===== config.mk =====
export PLATFORM = sky130hd
export DESIGN_NAME = pipe_ctrl
export DESIGN_NICKNAME = d
export VERILOG_FILES = /design/src/rtl/pipe_ctrl.sv
export SDC_FILE = /design/constraint.sdc
export NUM_CORES = 1
export LEC_CHECK = 0
export CORE_ASPECT_RATIO = 1.25
export CORE_UTILIZATION = 45
export DETAILED_ROUTE_END_ITERATION = 8
export PLACE_DENSITY = 0.78
export SETUP_SLACK_MARGIN = 0.3
export SYNTH_ARGS = -nofsm -noshare
export SYNTH_HDL_FRONTEND = slang
export SYNTH_SLANG_ARGS = --single-unit

===== constraint.sdc =====
create_clock -name CLK -period 2.67 [get_ports CLK]
set_clock_uncertainty 0.2 [all_clocks]
set_input_delay 0.6675 -clock CLK [delete_from_list [all_inputs] [get_ports CLK]]
set_output_delay 0.6675 -clock CLK [all_outputs]
set_load 0.05 [all_outputs]

===== src/rtl/pipe_ctrl.sv =====
// Pipeline stall/flush controller: run / data-wait / halt FSM driving the
// PC and pipeline-latch enables, plus sticky halt flag and stall/flush counters.
module pipe_ctrl (
  input  logic        CLK,
  input  logic        nRST,
  input  logic        ihit,
  input  logic        dhit,
  input  logic        mem_dREN,
  input  logic        mem_dWEN,
  input  logic        hazard,
  input  logic        branch,
  input  logic        jump,
  input  logic        wb_halt,
  output logic        pc_en,
  output logic        ifid_en,
  output logic        ifid_flush,
  output logic        idex_en,
  output logic        idex_flush,
  output logic        exmem_en,
  output logic        memwb_en,
  output logic        halted,
  output logic [15:0] stall_cnt,
  output logic [7:0]  flush_cnt
);

  typedef enum logic [1:0] {
    RUN   = 2'd0,
    DWAIT = 2'd1,
    HALT  = 2'd2
  } state_t;

  state_t      state_q, state_d;
  logic        halted_q, halted_d;
  logic [15:0] stall_cnt_q, stall_cnt_d;
  logic [7:0]  flush_cnt_q, flush_cnt_d;
  logic        dstall;

  always_ff @(posedge CLK or negedge nRST) begin
    if (!nRST) begin
      state_q     <= RUN;
      halted_q    <= 1'b0;
      stall_cnt_q <= 16'd0;
      flush_cnt_q <= 8'd0;
    end else begin
      state_q     <= state_d;
      halted_q    <= halted_d;
      stall_cnt_q <= stall_cnt_d;
      flush_cnt_q <= flush_cnt_d;
    end
  end

  always_comb begin
    state_d    = state_q;
    halted_d   = halted_q;
    dstall     = 1'b0;
    pc_en      = 1'b0;
    ifid_en    = 1'b0;
    ifid_flush = 1'b0;
    idex_en    = 1'b0;
    idex_flush = 1'b0;
    exmem_en   = 1'b0;
    memwb_en   = 1'b0;
    case (state_q)
      RUN, DWAIT: begin
        dstall     = (mem_dREN | mem_dWEN) & ~dhit;
        pc_en      = ihit & ~hazard & ~dstall;
        ifid_en    = ihit & ~hazard & ~dstall;
        // A held ID instruction is re-evaluated next cycle, so no flush under hazard.
        ifid_flush = (branch | jump) & ihit & ~hazard & ~dstall;
        idex_en    = ~dstall;
        idex_flush = (hazard | ~ihit) & ~dstall;
        exmem_en   = ~dstall;
        memwb_en   = ~dstall;
        if (wb_halt) begin
          state_d  = HALT;
          halted_d = 1'b1;
        end else if (dstall) begin
          state_d = DWAIT;
        end else begin
          state_d = RUN;
        end
      end
      HALT: begin
        state_d  = HALT;
        halted_d = 1'b1;
      end
      default: begin
        state_d = RUN;
      end
    endcase
  end

  always_comb begin
    stall_cnt_d = stall_cnt_q;
    if ((state_q != HALT) && !pc_en && (stall_cnt_q != 16'hFFFF)) begin
      stall_cnt_d = stall_cnt_q + 16'd1;
    end
    flush_cnt_d = flush_cnt_q + {7'd0, ifid_flush};
  end

  assign halted    = halted_q;
  assign stall_cnt = stall_cnt_q;
  assign flush_cnt = flush_cnt_q;

endmodule


# Yosys cells after proc, flatten, opt, wreduce, memory -nomap -nowiden
# Index checks and enable logic that the tools add are counted.
word_totals:
  input_bits: 10
  register_bits: 27
  latchBits: 0
  mem_bits_rw: 0
  romBits: 0
  mem_count: 0
  output_inout_bits: 32
op_classes:
  n_div: 0
  n_mul: 0
  magnitude_cmp: 0
  shifts: 0
  n_mux: 9
  n_addsub: 2
  n_reduce_logical: 7
  n_bitwise: 14
  n_eq_ne: 5
op_table:
  columns: ["cell", "count"]
  rows:
  - ["$add A16 B1 Y16 const B", 1]
  - ["$ne A16 B16 Y1 const B", 1]
  - ["$add A8 B1 Y8", 1]
  - ["$and A1 B1 Y1", 7]
  - ["$mux W1", 6]
  - ["$ne A2 B2 Y1 const B", 2]
  - ["$not A1 Y1", 4]
  - ["$pmux W2 S2", 1]
  - ["$or A1 B1 Y1", 3]
  - ["$eq A2 B1 Y1 const B", 1]
  - ["$eq A2 B2 Y1 const B", 1]
  - ["$logic_and A1 B1 Y1", 2]
  - ["$logic_not A2 Y1", 1]
  - ["$mux W2", 1]
  - ["$pmux W1 S2", 1]
  - ["$reduce_and A2 Y1", 1]
  - ["$reduce_bool A2 Y1", 1]
  - ["$reduce_or A2 Y1", 1]
  - ["$logic_not A1 Y1", 1]

# Longest topological paths before layout
# Gate-level depths: netlist of the first run.
logic_depth:
  word_depth: 8
  depth_mapped: 8

# Worst setup path before layout of the first run
# No wires, ideal clock.
synth_path:
  path_type: "input to output"
  start: "input mem_dWEN"
  end: "output idex_flush"
  n_path_buf: 0
  path_stages: 3
  required_ns: 1.803
  t_arrival_ns: 2.624
  setup_slack_ns: -0.821
  cell_sequence: "o21bai_1 and2_1 a21boi_0"
synth_via:
  elab_chain_len: 5
synth_rtl:
  columns: ["item", "line", "source"]
  rows:
  - ["start, declared", "9", "input logic mem_dWEN,"]
  - ["$or A1 B1 Y1", "65", "dstall = (mem_dREN | mem_dWEN) & ~dhit;"]
  - ["$and A1 B1 Y1", "65", null]
  - ["$not A1 Y1", "71", "idex_flush = (hazard | ~ihit) & ~dstall;"]
  - ["$and A1 B1 Y1", "71", null]
  - ["$mux W1", "63", "case (state_q)"]
  - ["end, declared", "18", "output logic idex_flush,"]
# No other way between the ends.

# Worst setup path in the final report of the first run
layout_path:
  start: "input jump"
  end: "output ifid_flush"
layout_via:
  elab_chain_len: 5
layout_rtl:
  columns: ["item", "line", "source"]
  rows:
  - ["start, declared", "12", "input logic jump,"]
  - ["$or A1 B1 Y1", "69", "ifid_flush = (branch | jump) & ihit & ~hazard & ~dstall;"]
  - ["$and A1 B1 Y1 (3 in a row)", "69", null]
  - ["$mux W1", "63", null]
  - ["end, declared", "16", "output logic ifid_flush,"]
# No other way between the ends.

==> results.py, run 1 <==
metrics = {
    "detailed_routing": {
        "ant_nets": 0,
        "drc": 0,
        "wl_met2_um": 1470,
        "top_layer_used": "met4",
        "wl_met1_um": 1240,
        "vias": 1061,
        "dr.pass1.iters": 4,
        "dr.first_iter.drc_count": 19,
        "routed_via_density": 5.41,
        "route.met3.wl_um": 128,
        "avgRoutedWirePerCell_um": 14.8,
        "wl_um": 2900,
    },
    "timing": {
        "finalSetupViolCount": 0,
        "timing_hold_violations_final": 0,
        "rsz0062_at_grt": "false",
        "min_period_ns": 2.34,
        "max_freq_ghz": 0.427,
        "final_max_slew_viol_count": 0,
        "finalCritPeriodShare": 0.877,
        "tightest_slew_ns": 0.541,
        "maxSlewHeadroom": 0.639,
    },
    "floorplanning": {
        "coreArea_mm2": 0.00273,
        "die_y_um": 62.6,
        "die-area_mm2": 0.00316,
        "start_util": 0.484,
        "fp.dieW_um": 50.5,
        "pin_count": 42,
        "fp-row-count": 21,
    },
    "hold_path": {
        "worstHoldPathCells": 1,
        "hp-class": "reg2reg",
        "min-delay-start": "flush_cnt[7]",
        "min_to": "flush_cnt[7]",
    },
    "synthesis": {
        "synth_cell_types": 31,
        "ys_ff_latch": 27,
        "yosysTopAreaCellShare": 0.511,
        "netlist_area_mm2": 0.00132,
        "synthArstFlopShare": 1.00,
        "yosysTopAreaCell": "dfrtp_1",
        "netlist_top_cells_count": "dfrtp_1 (27), xnor2_1 (19), o211ai_1 (8), nand4_1 (7), nand3_1 (6)",
        "yosysWarnings": 0,
        "synthCells": 112,
        "yosysSeqAreaShare": 0.511,
        "yosysMostFrequentCell": "dfrtp_1",
        "synth_area_leaders": "dfrtp_1 (51%), xnor2_1 (13%), o211ai_1 (4.5%)",
        "ys.flop_type": "dfrtp_1",
        "avgSynthCellArea_um2": 11.8,
        "syn-num-nets": 125,
        "synth_edf_count": 0,
    },
    "pwr": {
        "p_int_mw": 0.794,
        "swShare": 0.458,
        "combinationalPowerShare": 0.487,
        "pwr_density_cell_mw_per_mm2": 752,
        "sequentialPowerShare": 0.391,
        "power.leakage_nw": 0.922,
        "vdd.ir_drop.worst_uv": 527,
        "pwr-share-clk": 0.122,
        "switchingPower_mw": 0.672,
        "power_mw": 1.47,
    },
    "global_routing": {
        "grt_usage": 0.209,
        "antenna_found_initial": 0,
        "grt_remaining_overflow": 0,
        "grt_pass1_wl_um": 5150,
        "grt_pass1_vias": 1128,
        "grt_max_degree": 28,
    },
    "outcome": {
        "status": "complete, no violations",
    },
    "worst_setup_path": {
        "rr_startpoint": "state_q[1]",
        "worst_r2r_endpoint": "flush_cnt[6]",
        "worstPathArrival_ns": 1.47,
        "crit_fanout": 2,
        "ff2ff_path_depth": 10,
        "reg2reg_slack_ns": 0.52,
        "worstSetupPathType": "in2out",
        "end_kind": "output port",
        "worstSetupStartpointType": "input pin",
        "crit_required_ns": 1.80,
    },
    "cells_and_area": {
        "n_fill_cell": 232,
        "regArea_um2": 676,
        "final_util": 0.713,
        "multiInputGateArea_um2": 684,
        "final_layout_size_suffix_gt1_frac": 0.259,
        "layout.nets": 176,
        "area_growth_pct": 47.4,
        "n_antenna_cell": 0,
    },
    "cts": {
        "cts_hold_buf": 0,
        "cts_tree": "yes",
        "cts_sinks": 27,
        "clock_latency_ns": 0.32,
        "cts.clk_slew.worst_paths_ns": 0.14,
        "cts_buffer_depth": 2,
        "htree_levels": 1,
        "cts-root-buf": "clkbuf_4",
        "tritoncts.num_buffers": 3,
    },
    "placement": {
        "hpwl_um": 2230,
        "gp_congestion": 0.752,
        "io_buffers": 41,
    },
    "job": {
        "cap_violations": 0,
    },
}
[cell type report]
class	instances	area share
Inverter	3	0.00578
Multi-Input combinational cell	77	0.351
Clock inverter	1	0.00257
Tap cell	34	0.0218
Clock buffer	3	0.0116
Timing Repair Buffer	51	0.261
Sequential cell	27	0.347
[worst max-delay path by stage]
stage | from | endpoint
2_1_floorplan | hazard | flush_cnt[6]
3_3_place_gp | hazard | ifid_flush
3_5_place_dp | hazard | flush_cnt[6]
4_1_cts | ihit | ifid_flush
5_1_grt | state_q[1] | ifid_flush
6_report | jump | ifid_flush
[cell usage in the layout (no fill, tap or decap), types with 2 or more instances in the layout]
cell | synthesis | routed
clkdlybuf4s50_1 | 0 | 4
nor2_1 | 3 | 3
inv_1 | 3 | 3
buf_2 | 2 | 3
xor2_1 | 2 | 2
dfrtp_1 | 27 | 27
buf_12 | 0 | 7
buf_4 | 3 | 9
xnor2_1 | 19 | 19
nand4_1 | 7 | 7
nand3_1 | 6 | 5
ha_4 | 0 | 2
o211ai_1 | 8 | 8
nor3_1 | 3 | 3
and3_1 | 5 | 4
and2_4 | 0 | 2
nand2_1 | 2 | 2
clkbuf_4 | 0 | 3
dlygate4sd2_1 | 0 | 25
[per-layer routing]
metal | up-vias | global-route usage
met3 | 7 | 0.0316
met4 | 0 | 0.0660
met5 | - | 0
li1 | 504 | -
met2 | 34 | 0.357
met1 | 516 | 0.267
[power groups by stage]
stage | Clock, mW | Sequential [mW] | Combinational, mW
after floorplan | 0 | 0.792 | 0.257
after global placement | 0 | 0.578 | 0.746
after detailed placement | 0 | 0.583 | 0.764
after CTS | 0.180 | 0.573 | 0.720
after global routing | 0.199 | 0.586 | 0.755
final | 0.179 | 0.572 | 0.714
[kinds of logic (layout without fill, tap and decap cells)]
| group | count (synthesis) | after routing | share of synthesized area |
|---|---|---|---|
| multiplexers | 1 | 1 | 0.00851 |
| adder cells (fa/ha/maj) | 3 | 3 | 0.0284 |
| AO/OA/AOI/OAI | 16 | 16 | 0.109 |
| flip-flops | 27 | 27 | 0.511 |
| AND/OR/NAND/NOR | 36 | 36 | 0.171 |
| XOR/XNOR | 21 | 21 | 0.139 |
| buffers and inverters | 8 | 58 | 0.0331 |
[critical path, cell delays in order]
cell	delay, ns
clkdlybuf4s50_1	0.43
o21a_4	0.24
buf_12	0.14
[registers in the layout, indices dropped and copies added (netlist names)]
| name | cells |
|---|---|
| halted | 1 |
| state_q | 2 |
| stall_cnt | 16 |
| flush_cnt | 8 |
[through the flow]
| step | setup WS (ns) | TNS [ns] | area, um^2 | std cells | hold WS, ns |
|---|---|---|---|---|---|
| 2_1_floorplan | 0.221 | 0 | 1400 | 112 | 0.172 |
| 3_3_place_gp | 0.0141 | 0 | 1950 | 190 | 0.260 |
| 3_5_place_dp | -0.0463 | -0.109 | 1950 | 190 | 0.268 |
| 4_1_cts | 0.280 | 0 | 1950 | 195 | 0.300 |
| 5_1_grt | 0.299 | 0 | 1950 | 196 | 0.316 |
| 6_report | 0.328 | 0 | 1950 | 196 | 0.287 |
[what timing repair did]
action                                 CTS  global route
endpoints found under the hold margin    0             0
buffers inserted                         1             1
setup endpoints to repair               32             3
pin swaps                                4             2
resized for setup                       40             3
Note: power is estimated with default switching activity, not from simulation.
==> run 2, diff against run 1 <==
CORE_ASPECT_RATIO = 1.1   (was 1.25)
TNS_END_PERCENT = 5   (was unset)
==> run 2 against run 1 <==
Clock-buffer cell count did not move. Via count fell by 2.0%. Critical path depth fell by 2. Utilization rose by 0.46 points. Register-to-register slack improved by 0.11 ns. Routed wire length fell by 8.2%. Die area barely moved. Critical path type is now reg2out.
==> results.py, run 2 (synthesized netlist as in run 1, its figures left out) <==
metrics = {
    "cells_and_area": {
        "layout_common_cells": "dfrtp_1 (27), clkdlybuf4s50_1 (27), xnor2_1 (19), buf_4 (9), o211ai_1 (8)",
        "final_util": 0.718,
        "finalNonFillerCells": 195,
        "multiInputGateArea_um2": 684,
        "n_fill_cell": 208,
        "layout.nets": 176,
        "n_antenna_cell": 0,
        "area_growth_pct": 50.8,
        "final_layout_size_suffix_gt1_frac": 0.235,
        "final_area_mm2": 0.00199,
        "largest_reg_flops": 16,
        "regArea_um2": 676,
    },
    "cts": {
        "cts_sinks": 27,
        "cts_buffer_depth": 2,
        "cts-root-buf": "clkbuf_4",
        "cts.clk_slew.worst_paths_ns": 0.14,
        "cts_hold_buf": 0,
        "htree_levels": 1,
        "cts_tree": "yes",
        "tritoncts.num_buffers": 3,
        "clock_latency_ns": 0.32,
    },
    "global_routing": {
        "grt_pass1_wl_um": 4410,
        "grt_max_degree": 28,
        "antenna_found_initial": 0,
        "grt_pass1_vias": 990,
        "grt_usage": 0.194,
        "grt_remaining_overflow": 0,
    },
    "outcome": {
        "status": "complete, no violations",
    },
    "worst_setup_path": {
        "slowest_delay_ns": 0.84,
        "worstPathArrival_ns": 1.63,
        "worstSetupStartpointType": "flop",
        "slowest_stage": "clkdlybuf4s50_1",
        "rr_startpoint": "stall_cnt[0]",
        "crit_chain": "clkdlybuf4s50_1",
        "worstSetupPathType": "reg2out",
        "crit_fanout": 4,
        "ff2ff_path_depth": 5,
        "reg2reg_slack_ns": 0.63,
        "end_kind": "output port",
        "cpLargestDelayFamily": "buffers and inverters",
        "worst_r2r_endpoint": "stall_cnt[1]",
        "crit_required_ns": 1.80,
        "critPathBufInv": 1,
    },
    "placement": {
        "post-place-ws_ns": -0.0122,
        "hpwl_um": 2030,
        "gp_congestion": 0.783,
        "io_buffers": 41,
        "dp.cells": 189,
        "place_area_mm2": 0.00195,
    },
    "timing": {
        "maxSlewHeadroom": 0.629,
        "finalSetupViolCount": 0,
        "fin_setup_tns_ns": 0,
        "min_period_ns": 2.50,
        "tightest_slew_ns": 0.555,
        "timing_hold_violations_final": 0,
        "setup_ws_ns": 0.169,
        "max_freq_ghz": 0.400,
        "rsz0062_at_grt": "true",
        "final_max_slew_viol_count": 0,
        "finalCritPeriodShare": 0.937,
    },
    "pwr": {
        "pwr_density_cell_mw_per_mm2": 756,
        "power.leakage_nw": 0.858,
        "vdd.ir_drop.worst_uv": 633,
    },
    "detailed_routing": {
        "ant_nets": 0,
        "drc": 0,
        "avgRoutedWirePerCell_um": 13.7,
        "vias": 1040,
        "dr.pass1.iters": 4,
        "wl_um": 2660,
        "dr.first_iter.drc_count": 16,
        "routed_via_density": 5.33,
    },
    "floorplanning": {
        "pin_count": 42,
        "die-area_mm2": 0.00316,
        "start_util": 0.476,
        "fp-row-count": 20,
        "die_y_um": 58.9,
        "fp.dieW_um": 53.7,
        "coreArea_mm2": 0.00278,
    },
    "job": {
        "cap_violations": 0,
    },
    "hold_path": {
        "min_to": "flush_cnt[7]",
        "worstHoldPathCells": 1,
        "hp-class": "reg2reg",
        "min-delay-start": "flush_cnt[7]",
    },
}
run 2: cell types whose count changed in the layout (fill, tap and decap cells not counted), sizes merged:
| cell | change |
|---|---|
| clkdlybuf4s15 | -1 |
| clkbuf | -1 |
| dlymetal6s2s | +1 |
| dlygate4sd2 | -19 |
| buf | -3 |
| clkdlybuf4s50 | +23 |
run 2: worst max path at each step:
stage,slack (ns),start,end,cells past startpoint
floorplan,0.22,hazard,flush_cnt[6],8
global placement,0.02,hazard,ifid_flush,5
detailed placement,-0.01,hazard,flush_cnt[6],9
CTS,0.15,flush_cnt[1],flush_cnt[1],1
global route,0.10,stall_cnt[7],stall_cnt[7],1
finish,0.17,flush_cnt[1],flush_cnt[1],1
run 2: metal layers:
layer	vias up	routed length [um]	GRT usage
met1	516	1130	0.230
met4	0	31	0.102
li1	500	-	-
met3	2	81	0.0258
met5	-	0	0
met2	22	1420	0.333
run 2: cell type report:
cell class	count	area share
clock buffer	3	0.0113
multi-input combinational	77	0.343
timing repair buffer	51	0.278
sequential	27	0.339
clock inverter	1	0.00251
tap	33	0.0207
inverter	3	0.00565
run 2: repair_timing:
| item | in CTS | in global routing |
|---|---|---|
| resized for setup | 7 | 1 |
| setup buffers | 2 | 0 |
| pin swaps | 3 | 0 |
| setup endpoints to repair | 32 | 31 |
run 2: through the flow:
step | hold slack [ns] | total power [mW]
finish | 0.279 | 1.51
global route | 0.299 | 1.59
CTS | 0.288 | 1.53
detailed placement | 0.258 | 1.35
global placement | 0.259 | 1.33
floorplan | 0.172 | 1.05
run 2: where the power goes:
part	switching [mW]	total [mW]	internal [mW]
sequential	0.100	0.581	0.481
combinational	0.449	0.751	0.302
clock	0.119	0.176	0.0561
==> run 3, diff against run 2 <==
CORE_MARGIN = 2   (was unset)
==> run 3 against run 2 <==
Fmax rose by 0.28%. Worst hold slack better by 0.011 ns. Sequential share of layout area is 0.15 points higher. Critical endpoint is now stall_cnt[4]. Largest power group unchanged. Critical path type unchanged. Clock power fell by 3%.
==> results.py, run 3 (synthesized netlist as in run 1, its figures left out) <==
metrics = {
    "detailed_routing": {
        "avgRoutedWirePerCell_um": 14.0,
        "routed_via_density": 5.34,
        "drc": 0,
        "wl_um": 2710,
        "vias": 1035,
        "ant_nets": 0,
        "dr.pass1.iters": 4,
        "dr.first_iter.drc_count": 22,
    },
    "global_routing": {
        "grt_pass1_wl_um": 4510,
        "grt_pass1_vias": 957,
        "grt_usage": 0.170,
        "grt_max_degree": 28,
        "antenna_found_initial": 0,
        "grt_remaining_overflow": 0,
    },
    "cts": {
        "cts_sinks": 27,
        "cts.clk_slew.worst_paths_ns": 0.14,
        "cts_buffer_depth": 2,
        "cts_hold_buf": 0,
        "htree_levels": 1,
        "cts_tree": "yes",
        "clock_latency_ns": 0.31,
        "tritoncts.num_buffers": 3,
        "cts-root-buf": "clkbuf_4",
    },
    "floorplanning": {
        "fp.dieW_um": 55.7,
        "pin_count": 42,
        "coreArea_mm2": 0.00278,
        "start_util": 0.476,
        "die_y_um": 60.9,
        "die-area_mm2": 0.00339,
        "fp-row-count": 20,
    },
    "pwr": {
        "vdd.ir_drop.worst_uv": 827,
        "power.leakage_nw": 0.850,
        "pwr_density_cell_mw_per_mm2": 755,
        "power_mw": 1.50,
    },
    "worst_setup_path": {
        "cpLargestDelayFamily": "buffers and inverters",
        "crit_end": "stall_cnt[4]",
        "worstSetupPathType": "reg2out",
        "slowest_delay_ns": 0.85,
        "worstSetupStartpointType": "flop",
        "cp_num_cells": 1,
        "worstPathArrival_ns": 1.63,
        "crit_required_ns": 1.80,
        "critPathBufInv": 1,
        "crit_fanout": 6,
        "reg2reg_slack_ns": 0.63,
        "worst_r2r_endpoint": "flush_cnt[6]",
        "ff2ff_path_depth": 9,
        "crit_chain": "clkdlybuf4s50_1",
        "startpoint": "stall_cnt[4]",
        "end_kind": "output port",
        "slowest_stage": "clkdlybuf4s50_1",
        "rr_startpoint": "state_q[1]",
    },
    "cells_and_area": {
        "final_util": 0.715,
        "largest_reg_flops": 16,
        "layout_common_cells": "dfrtp_1 (27), clkdlybuf4s50_1 (27), xnor2_1 (19), o211ai_1 (8), buf_4 (8)",
        "n_antenna_cell": 0,
        "area_growth_pct": 50.1,
        "layout.nets": 175,
        "n_fill_cell": 194,
        "final_layout_size_suffix_gt1_frac": 0.224,
        "final_area_mm2": 0.00199,
    },
    "timing": {
        "finalCritPeriodShare": 0.934,
        "rsz0062_at_grt": "true",
        "final_max_slew_viol_count": 0,
        "min_period_ns": 2.49,
        "maxSlewHeadroom": 0.639,
        "timing_hold_violations_final": 0,
        "finalSetupViolCount": 0,
        "fin_setup_tns_ns": 0,
        "tightest_slew_ns": 0.541,
        "max_freq_ghz": 0.401,
        "whs_ns": 0.291,
    },
    "placement": {
        "io_buffers": 41,
        "gp_congestion": 0.790,
        "hpwl_um": 2120,
        "place_area_mm2": 0.00195,
    },
    "job": {
        "cap_violations": 0,
    },
    "outcome": {
        "status": "complete, no violations",
    },
    "hold_path": {
        "hp-class": "reg2reg",
    },
}
==> run 3: cell count changes in the layout (fill, tap and decap cells not counted) <==
cell / delta
clkbuf_1: +1
buf_4: -1
clkinv_2: -1
==> run 3: metal layers <==
layer / wire length [um] / share of wire / GRT usage
met1: 1150 / 0.42 / 0.217
met2: 1420 / 0.52 / 0.311
met3: 96 / 0.035 / 0.0299
met4: 46 / 0.017 / 0.0314
met5: 0 / 0 / 0
==> run 3: how the worst min path moves through the flow <==
stage            from            to  slack (ns)  cells past startpoint
2_1_floorplan    nRST  flush_cnt[0]        0.17                      0
6_report       halted        halted        0.29                      1
3_3_place_gp   halted        halted        0.25                      1
3_5_place_dp   halted        halted        0.26                      1
4_1_cts        halted        halted        0.29                      1
5_1_grt        halted        halted        0.31                      1
==> run 3: cell type report <==
class	count	area [um^2]	share of cell area
clock buffers	4	26.3	0.0132
inverters	3	11.3	0.00567
multi-input cells	77	684	0.345
flip-flops and latches	27	676	0.340
well taps	33	41.3	0.0208
repair buffers	50	547	0.275
==> run 3: metrics by stage <==
step	worst slack, ns	cells
final	0.176	194
after global routing	0.118	194
after CTS	0.169	194
after detailed placement	-0.0181	189
after global placement	0.0192	189
after floorplan	0.221	112
==> run 3: power by group <==
group,total [mW],switching [mW],internal (mW)
combinational,0.751,0.451,0.300
clock,0.171,0.112,0.0583
sequential,0.576,0.0958,0.481
==> run 3: repair_timing <==
action / in CTS / in global routing
setup endpoints to repair: 31 / 31
setup buffers: 1 / 0
resized for setup: 7 / 1
pin swaps: 3 / 0
